--- src/rtl/timer_pkg.sv ---
// Shared definitions for the countdown clock: mode encoding, per-digit
// wrap limits and the default preset time.
package timer_pkg;

    typedef enum logic [1:0] {
        MODE_PAUSE   = 2'd0,
        MODE_SET     = 2'd1,
        MODE_RUN     = 2'd2,
        MODE_EXPIRED = 2'd3
    } mode_t;

    localparam logic [3:0]  SEC_UNITS_MAX     = 4'd9;
    localparam logic [3:0]  SEC_TENS_MAX      = 4'd5;
    localparam logic [3:0]  MIN_UNITS_MAX     = 4'd9;
    localparam logic [3:0]  MIN_TENS_MAX      = 4'd9;
    localparam logic [15:0] DEFAULT_INIT_TIME = 16'h0500;

    function automatic logic [3:0] digit_max(input logic [1:0] idx);
        case (idx)
            2'd0:    return SEC_UNITS_MAX;
            2'd1:    return SEC_TENS_MAX;
            2'd2:    return MIN_UNITS_MAX;
            default: return MIN_TENS_MAX;
        endcase
    endfunction

    // Wraps on >= so an out-of-range digit still returns to 0.
    function automatic logic [3:0] digit_inc(input logic [3:0] d, input logic [3:0] max);
        return (d >= max) ? 4'd0 : d + 4'd1;
    endfunction

endpackage

--- src/rtl/bcd_mmss_dec.sv ---
// Combinational one-second decrement of a BCD MM:SS value, with a flag
// telling whether the result is 00:00.
module bcd_mmss_dec
    import timer_pkg::*;
(
    input  logic [15:0] time_bcd,
    output logic [15:0] time_dec,
    output logic        zero_next
);

    always_comb begin
        logic borrow;
        // NOTE: every combinational output gets a default first, so no path leaves it unassigned and no latch is inferred.
        borrow   = 1'b1;
        time_dec = time_bcd;
        for (int i = 0; i < 4; i++) begin
            if (borrow) begin
                if (time_bcd[i*4 +: 4] == 4'd0) begin
                    time_dec[i*4 +: 4] = digit_max(2'(i));
                end else begin
                    time_dec[i*4 +: 4] = time_bcd[i*4 +: 4] - 4'd1;
                    borrow             = 1'b0;
                end
            end
        end
        zero_next = (time_dec == 16'h0000);
    end

endmodule

--- src/rtl/timer_mode_controller.sv ---
// Countdown clock sequencer: owns the MM:SS register, the set/run/pause/expired
// state machine driven by button pulses, and the decrement-tick prescaler.
module timer_mode_controller
    import timer_pkg::*;
#(
    parameter int          TICK_DIV  = 100_000_000,
    parameter logic [15:0] INIT_TIME = DEFAULT_INIT_TIME
) (
    input  logic        clk,
    input  logic        rst,
    input  logic        btn_sel,
    input  logic        btn_inc,
    input  logic        btn_start,
    output logic [1:0]  mode,
    output logic [15:0] time_bcd,
    output logic [1:0]  digit_sel,
    output logic        tick,
    output logic        expired
);

    localparam int                  PRESC_W    = $clog2(TICK_DIV);
    localparam logic [PRESC_W-1:0]  PRESC_LAST = PRESC_W'(TICK_DIV - 1);
    localparam logic [PRESC_W-1:0]  PRESC_ONE  = PRESC_W'(1);

    mode_t              state, state_next;
    logic [15:0]        time_next, preset, preset_next, time_dec;
    logic [1:0]         digit_sel_next;
    logic [PRESC_W-1:0] presc, presc_next;
    logic               zero_next;
    logic [3:0]         edit_pos;

    bcd_mmss_dec u_dec (
        .time_bcd  (time_bcd),
        .time_dec  (time_dec),
        .zero_next (zero_next)
    );

    assign tick     = (state == MODE_RUN) && (presc == PRESC_LAST);
    assign mode     = state;
    assign edit_pos = {digit_sel, 2'b00};

    always_comb begin
        state_next     = state;
        time_next      = time_bcd;
        preset_next    = preset;
        digit_sel_next = digit_sel;
        presc_next     = presc;
        case (state)
            MODE_SET: begin
                if (btn_start && (time_bcd != 16'h0000)) begin
                    preset_next = time_bcd;
                    presc_next  = '0;
                    state_next  = MODE_RUN;
                end else begin
                    // Increment uses the pre-advance digit when both buttons coincide.
                    if (btn_inc)
                        time_next[edit_pos +: 4] = digit_inc(time_bcd[edit_pos +: 4], digit_max(digit_sel));
                    if (btn_sel)
                        digit_sel_next = digit_sel + 2'd1;
                end
            end
            MODE_RUN: begin
                if (tick) begin
                    time_next  = time_dec;
                    presc_next = '0;
                    if (zero_next)
                        state_next = MODE_EXPIRED;
                    else if (btn_start)
                        state_next = MODE_PAUSE;
                end else if (btn_start) begin
                    // Prescaler freezes on the pausing edge so resume continues the same count.
                    state_next = MODE_PAUSE;
                end else begin
                    presc_next = presc + PRESC_ONE;
                end
            end
            MODE_PAUSE: begin
                if (btn_start) begin
                    state_next = MODE_RUN;
                end else if (btn_sel) begin
                    state_next     = MODE_SET;
                    digit_sel_next = 2'd0;
                    presc_next     = '0;
                end
            end
            MODE_EXPIRED: begin
                time_next = 16'h0000;
                if (btn_start) begin
                    state_next     = MODE_SET;
                    time_next      = preset;
                    digit_sel_next = 2'd0;
                end
            end
            default: state_next = MODE_SET;
        endcase
    end

    always_ff @(posedge clk) begin
        if (!rst) begin
            state     <= MODE_SET;
            time_bcd  <= INIT_TIME;
            preset    <= INIT_TIME;
            digit_sel <= 2'd0;
            presc     <= '0;
            expired   <= 1'b0;
        end else begin
            // NOTE: sequential state uses non-blocking assignments so every flop samples pre-edge values.
            state     <= state_next;
            time_bcd  <= time_next;
            preset    <= preset_next;
            digit_sel <= digit_sel_next;
            presc     <= presc_next;
            expired   <= (state_next == MODE_EXPIRED);
        end
    end

endmodule

--- config.mk ---
export PLATFORM = sky130hd
export DESIGN_NAME = timer_mode_controller
export DESIGN_NICKNAME = d
export VERILOG_FILES = /design/src/rtl/timer_pkg.sv /design/src/rtl/bcd_mmss_dec.sv /design/src/rtl/timer_mode_controller.sv
export SDC_FILE = /design/constraint.sdc
export NUM_CORES = 1
export LEC_CHECK = 0
export CORE_MARGIN = 2
export CORE_UTILIZATION = 40
export CTS_CLUSTER_DIAMETER = 100
export DETAILED_ROUTE_END_ITERATION = 8
export PLACE_DENSITY_LB_ADDON = 0.08
export SLEW_MARGIN = 10
export SYNTH_ARGS = -nofsm -noshare
export SYNTH_HDL_FRONTEND = slang
export SYNTH_SLANG_ARGS = --single-unit
--- constraint.sdc ---
create_clock -name clk -period 3.4 [get_ports clk]
set_clock_uncertainty 0.2 [all_clocks]
set_input_delay 0.68 -clock clk [delete_from_list [all_inputs] [get_ports clk]]
set_output_delay 0.68 -clock clk [all_outputs]
set_load 0.02 [all_outputs]
==> impl_results.md, run 1 <==
* Max_cap viols at 0
* Crit path kind: reg2reg
* Ys flop type: dfxtp_1
* CP max stage delay at 0.59 ns
* Worst setup EP type: register
* Number of synthesized flops with an enable pin at 0
* Utilization after layout at 0.4736
* Synthesis warning total at 0
* Post-route ant nets at 0
* Leak at 1.681 nW
* Setup-failing EPs final at 0
* Met3 Wirelength at 562 µm
* Final worst-path cycle share at 0.9048
* Final Hold Fails at 0
* M1 WL at 4.866 mm
* Synth top area cells: dfxtp_1 32%, nor2_1 6.0%, ha_1 5.3%, xor2_1 5.1%, nand2_1 3.3%
* First-pass GRT wire length at 18.87 mm
* Antenna fix cells at 0
* Wire per inst at 17.50 µm
* Max VDD drop at 0.2649 mV
* Layout Cells excl Fill at 645
* Vias per inst at 5.752
* Status: complete, no violations
* Core area at 9729 µm²
* Die H at 103.7 µm
* Max Freq at 325.1 MHz
* Max Slew Vio Count at 0
* Hpwl dp at 8.227 mm
* CP top delay family: compound AO/OA/AOI/OAI gates
* CP max FO at 5
* CTS tree: done
* Die Width at 103.7 µm
* Htree depth at 3
* HP Class: reg2reg
* Vias at 3710
* DRT Wirelength at 11.29 mm
* Synthesized instance count at 475
* Tot Pwr at 3.391 mW
* Highest-count cells in the layout ignoring fill and taps: 64 x nor2_1, 64 x dfxtp_1, 35 x nand2_1
* Fillcell total at 1001
* Drt pass-1 iters at 4
* Synth area leader: dfxtp_1
* Row count at 36
* IO Port Bufs at 26
* Fin crit period at 3.076 ns
* Congestion Overflow GR at 0
* CP startpoint kind: register
* Clk slew on worst S/H paths at 0.07 ns
* 1st-iter DRT viols at 183
* Pre-CTS WS at 0.3463 ns
* FFs w/ async S/R, synth at 0
* Clk root buf: clkbuf_8
* Max clock buf depth at 2
* RSZ-0062 raised after global routing: no
* Initial core utilization at 0.4087
* DR DRC count at 0
* Post-synth net total at 497
* Power density over cell area at 735.8 nW/µm²
* Final TNS setup at 0 ns
* Worst-Margin Slew at 0.6441 ns
* Inst Count DP at 629
* GRT Util Overall at 0.2157
* Num CTS Buffers at 9
* Routed length on met2 at 5.611 mm
* Share of the synthesized area in the top cell type at 0.3222
* #FFs+latches synth at 64
* Largest net degree at the start of global routing at 21
* Rel. slew slack at 0.5706
* Mean Syn Cell Area at 8.371 µm²
* Ports at 27
* RD Place Congestion at 0.8697
* Critical-path top delay cell: mux4_2
* Total Die Area at 10750 µm²
* Highest routed layer: met4
* Clock latency at the later pin of the worst-skew pair at 0.34 ns
* Worst-path cell chain: mux4_2, ha_1, nand2b_1, a21o_1, a21oi_1, and2_1, nand2_1, a21boi_0, o21a_1
* Mapped cell area at 3976 µm²
* Area Overhead vs Synth at 15.89%
* WP buf/inv at 0
* Setup WS post-layout at 0.3237 ns
* # nets final at 529
* Layout cells sized above 1 at 0.1289
* Clk sinks at 64
* Post-synth cell types at 72
* CP arrival at 3.17 ns
* Cts hold-fix bufs at 0
* Initial antenna violation count at 0
* Worst path required time at 3.49 ns
* Register area share after synthesis at 0.3222
* Vias in the first global route at 3664
## timing repair
action,4_1_cts,5_1_grt
resized for setup,0,1
setup buffers,0,0
endpoints found under the setup margin,0,1
## metrics by stage
| step | hold WS, ns | instance area (µm²) |
|---|---|---|
| after global placement | 0.2477 | 4432 |
| final | 0.2703 | 4608 |
| after global routing | 0.2816 | 4608 |
| after floorplan | 0.2360 | 3976 |
| after detailed placement | 0.2560 | 4432 |
| after CTS | 0.2654 | 4606 |
## Yosys cell counts (all sizes together) (3+ instances only)
cell	count
nor2	68
dfxtp	64
nand2	35
nand3	24
a21oi	23
xor2	23
o21ai	21
clkbuf	17
ha	17
nand4	15
inv	14
mux2i	13
nor3	12
buf	9
nor4	9
a211oi	7
or2	7
a222oi	6
or3	6
and2	5
nor4b	5
a31oi	4
a32oi	4
and3	4
and4	4
mux4	4
nor2b	4
or4	4
a21boi	3
mux2	3
nand4b	3
o211ai	3
o21a	3
xnor2	3
## area by class of cell
class                      count  area [µm²]  area share
clock buffer                  11       141.4     0.03068
clock inverter                 5       32.53    0.007059
inverter                      15       56.30     0.01222
multi-input combinational    370        2510      0.5447
sequential                    64        1281      0.2780
tap                          133       166.4     0.03611
timing repair buffer          47       420.4     0.09123
## cells by family (layout without fill, tap and decap cells)
family                   Yosys count  after routing  synth area share
AND/OR/NAND/NOR                  215            215            0.2860
AO/OA/AOI/OAI                     92             92            0.1696
flip-flops                        64             64            0.3222
buffers and inverters             41             78           0.04657
XOR/XNOR                          26             26           0.05727
multiplexers                      20             20           0.06482
adder cells (fa/ha/maj)           17             17           0.05349
## worst min-delay path, cell delays in order, from the launching register on
cell,delay [ns]
dfxtp_1,0.32
nand2_1,0.05
a21oi_1,0.05
## path summary, 6_finish.rpt
check / cells past startpoint / startpoint / endpoint / slack, ns
setup / recovery: 9 / digit_sel[0] / register / 0.32
hold / removal: 2 / preset[15] / preset[15] / 0.27
setup reg to reg: 9 / digit_sel[0] / register / 0.32
hold reg to reg: 2 / preset[15] / preset[15] / 0.27
## where the power goes
group	internal, mW	switching (mW)	leakage [nW]
combinational	0.698	1.07	1.08
sequential	0.856	0.175	0.519
clock	0.282	0.309	0.0813
## layer usage
metal  track usage  vias to the layer above
met5             0                        -
met4       0.07046                        0
met3       0.04216                       19
met2        0.3784                      113
met1        0.2651                     1774
li1              -                     1804
Note: power is estimated with default switching activity, not from simulation.
==> run 2, diff against run 1 <==
--- a/config.mk
+++ b/config.mk
@@ -7,6 +7,7 @@
 export LEC_CHECK = 0
 export CORE_MARGIN = 2
 export CORE_UTILIZATION = 40
+export CTS_BUF_LIST = sky130_fd_sc_hd__clkbuf_4 sky130_fd_sc_hd__clkbuf_8
 export CTS_CLUSTER_DIAMETER = 100
 export DETAILED_ROUTE_END_ITERATION = 8
 export PLACE_DENSITY_LB_ADDON = 0.08
==> run 2 against run 1 <==
Clock power grew 2%. First-iteration DRC count shrank 9.3%. Worst setup slack better by 0.016 ns. Sequential power about the same. Non-clock buffer count unchanged. Cell count unchanged. Register-to-register slack improved by 0.02 ns. Flip-flop and latch count did not move. Cell area about the same. Via count rose by 0.97%. Count of clock-buffer cells in the layout unchanged. Critical path depth stayed put. Highest routed layer unchanged.
==> impl_results.md, run 2 (synthesis results as in run 1) <==
* Status: complete, no violations
* Final Hold Fails at 0
* Initial antenna violation count at 0
* Initial core utilization at 0.4087
* Layout Cells excl Fill at 645
* Tot Pwr at 3.402 mW
* Clk slew on worst S/H paths at 0.07 ns
* Max_cap viols at 0
* Worst setup EP type: register
* WP buf/inv at 0
* Die H at 103.7 µm
* Clk root buf: clkbuf_8
* DR DRC count at 0
* Switching part of the total power at 0.4582
* Total Die Area at 10750 µm²
* Setup-failing EPs final at 0
* Max Slew Vio Count at 0
* Clk sinks at 64
* IO Port Bufs at 26
* CP top delay family: compound AO/OA/AOI/OAI gates
* Final worst-path cycle share at 0.9000
* Worst-path cell chain: mux4_2, ha_1, nand2b_1, a21o_1, a21oi_1, and2_1, nand2_1, a21boi_0, o21a_1
* # nets final at 529
* First-pass GRT wire length at 18.86 mm
* Worst reg2reg setup slack at 0.34 ns
* HP Class: reg2reg
* Final Instance Area at 4612 µm²
* Final TNS setup at 0 ns
* Worst-Margin Slew at 0.6458 ns
* Antenna fix cells at 0
* Area Overhead vs Synth at 15.98%
* Highest-count cells in the layout ignoring fill and taps: 64 x nor2_1, 64 x dfxtp_1, 35 x nand2_1
* Worst path required time at 3.49 ns
* CP max stage delay at 0.59 ns
* Max Freq at 326.8 MHz
* Clock share of power at 0.176
* Vias in the first global route at 3668
* Clock latency at the later pin of the worst-skew pair at 0.34 ns
* Pint at 1.843 mW
* Core area at 9729 µm²
* Fin crit period at 3.060 ns
* CP startpoint kind: register
* Drt pass-1 iters at 5
* Largest net degree at the start of global routing at 21
* Vias at 3746
* Vias per inst at 5.808
* Placed inst area at 4432 µm²
* 1st-iter DRT viols at 166
* Switching pwr at 1.559 mW
* Post-CTS setup buffers at 0
* Layout cells sized above 1 at 0.1309
* CP arrival at 3.15 ns
* Congestion Overflow GR at 0
* Critical-path top delay cell: mux4_2
* Htree depth at 3
* CTS tree: done
* RSZ-0062 raised after global routing: no
* Inst Count DP at 629
* Row count at 36
* Ports at 27
* RD Place Congestion at 0.8697
* DRT Wirelength at 11.30 mm
* Die Width at 103.7 µm
* Post-route ant nets at 0
* Max VDD drop at 0.2649 mV
* Wire per inst at 17.52 µm
* Combinational power share at 0.520
* GRT Util Overall at 0.2155
* Leak at 1.685 nW
* Num CTS Buffers at 9
* Crit path kind: reg2reg
* Rel. slew slack at 0.5695
* Hpwl dp at 8.227 mm
* Min Hold Slack at 0.2670 ns
* CP max FO at 5
* Power density over cell area at 737.7 nW/µm²
* Max clock buf depth at 2
* Flop pwr share at 0.303
[run 2: changes by cell type in the layout (fill, tap and decap cells not counted)]
cell,before,now
clkbuf_4,0,1
clkbuf_1,1,0
[run 2: final timing paths]
kind	from	endpoint	cells past startpoint
setup / recovery	digit_sel[0]	register	9
hold / removal	preset[15]	preset[15]	2
setup reg to reg	digit_sel[0]	register	9
hold reg to reg	preset[15]	preset[15]	2
[run 2: area by class of cell]
class	count	area (µm²)
tap	133	166.4
inverter	15	56.30
multi-input combinational	370	2510
clock buffer	11	145.1
sequential	64	1281
clock inverter	5	32.53
fill	1002	5117
timing repair buffer	47	420.4
[run 2: per-stage QoR]
stage               utilization  setup WS (ns)
detailed placement       0.4555         0.3463
floorplan                     -         0.2064
CTS                      0.4738        0.04798
finish                   0.4740         0.3399
global route             0.4740         0.1994
global placement         0.4555         0.3334
[run 2: metal layers]
metal / global-route usage / routed length [µm] / share of wire / vias up
met2: 0.3775 / 5576 / 0.49 / 127
met1: 0.2659 / 4842 / 0.43 / 1793
met3: 0.04154 / 617 / 0.055 / 21
met5: 0 / 0 / 0 / -
met4: 0.07046 / 264 / 0.023 / 0
li1: - / - / - / 1805
[run 2: worst min-delay path, delay by kind of cell (launching register included)]
kind | cells | cell delay, ns
and+or+nand+nor | 1 | 0.05
DFF | 1 | 0.32
AOI/OAI and AO/OA | 1 | 0.05
[run 2: repair_timing]
item | in CTS | in global routing
gates resized for setup | 0 | 1
hold endpoints to repair | 0 | 0
setup endpoints to repair | 0 | 1
hold buffers | 0 | 0
[run 2: power by group through the flow]
stage / combinational, mW / sequential [mW] / clock (mW)
4_1_cts: 1.76 / 1.03 / 0.617
3_5_place_dp: 1.76 / 1.05 / 0
3_3_place_gp: 1.75 / 1.04 / 0
6_report: 1.77 / 1.03 / 0.600
2_1_floorplan: 1.13 / 1.06 / 0
5_1_grt: 1.92 / 1.05 / 0.649
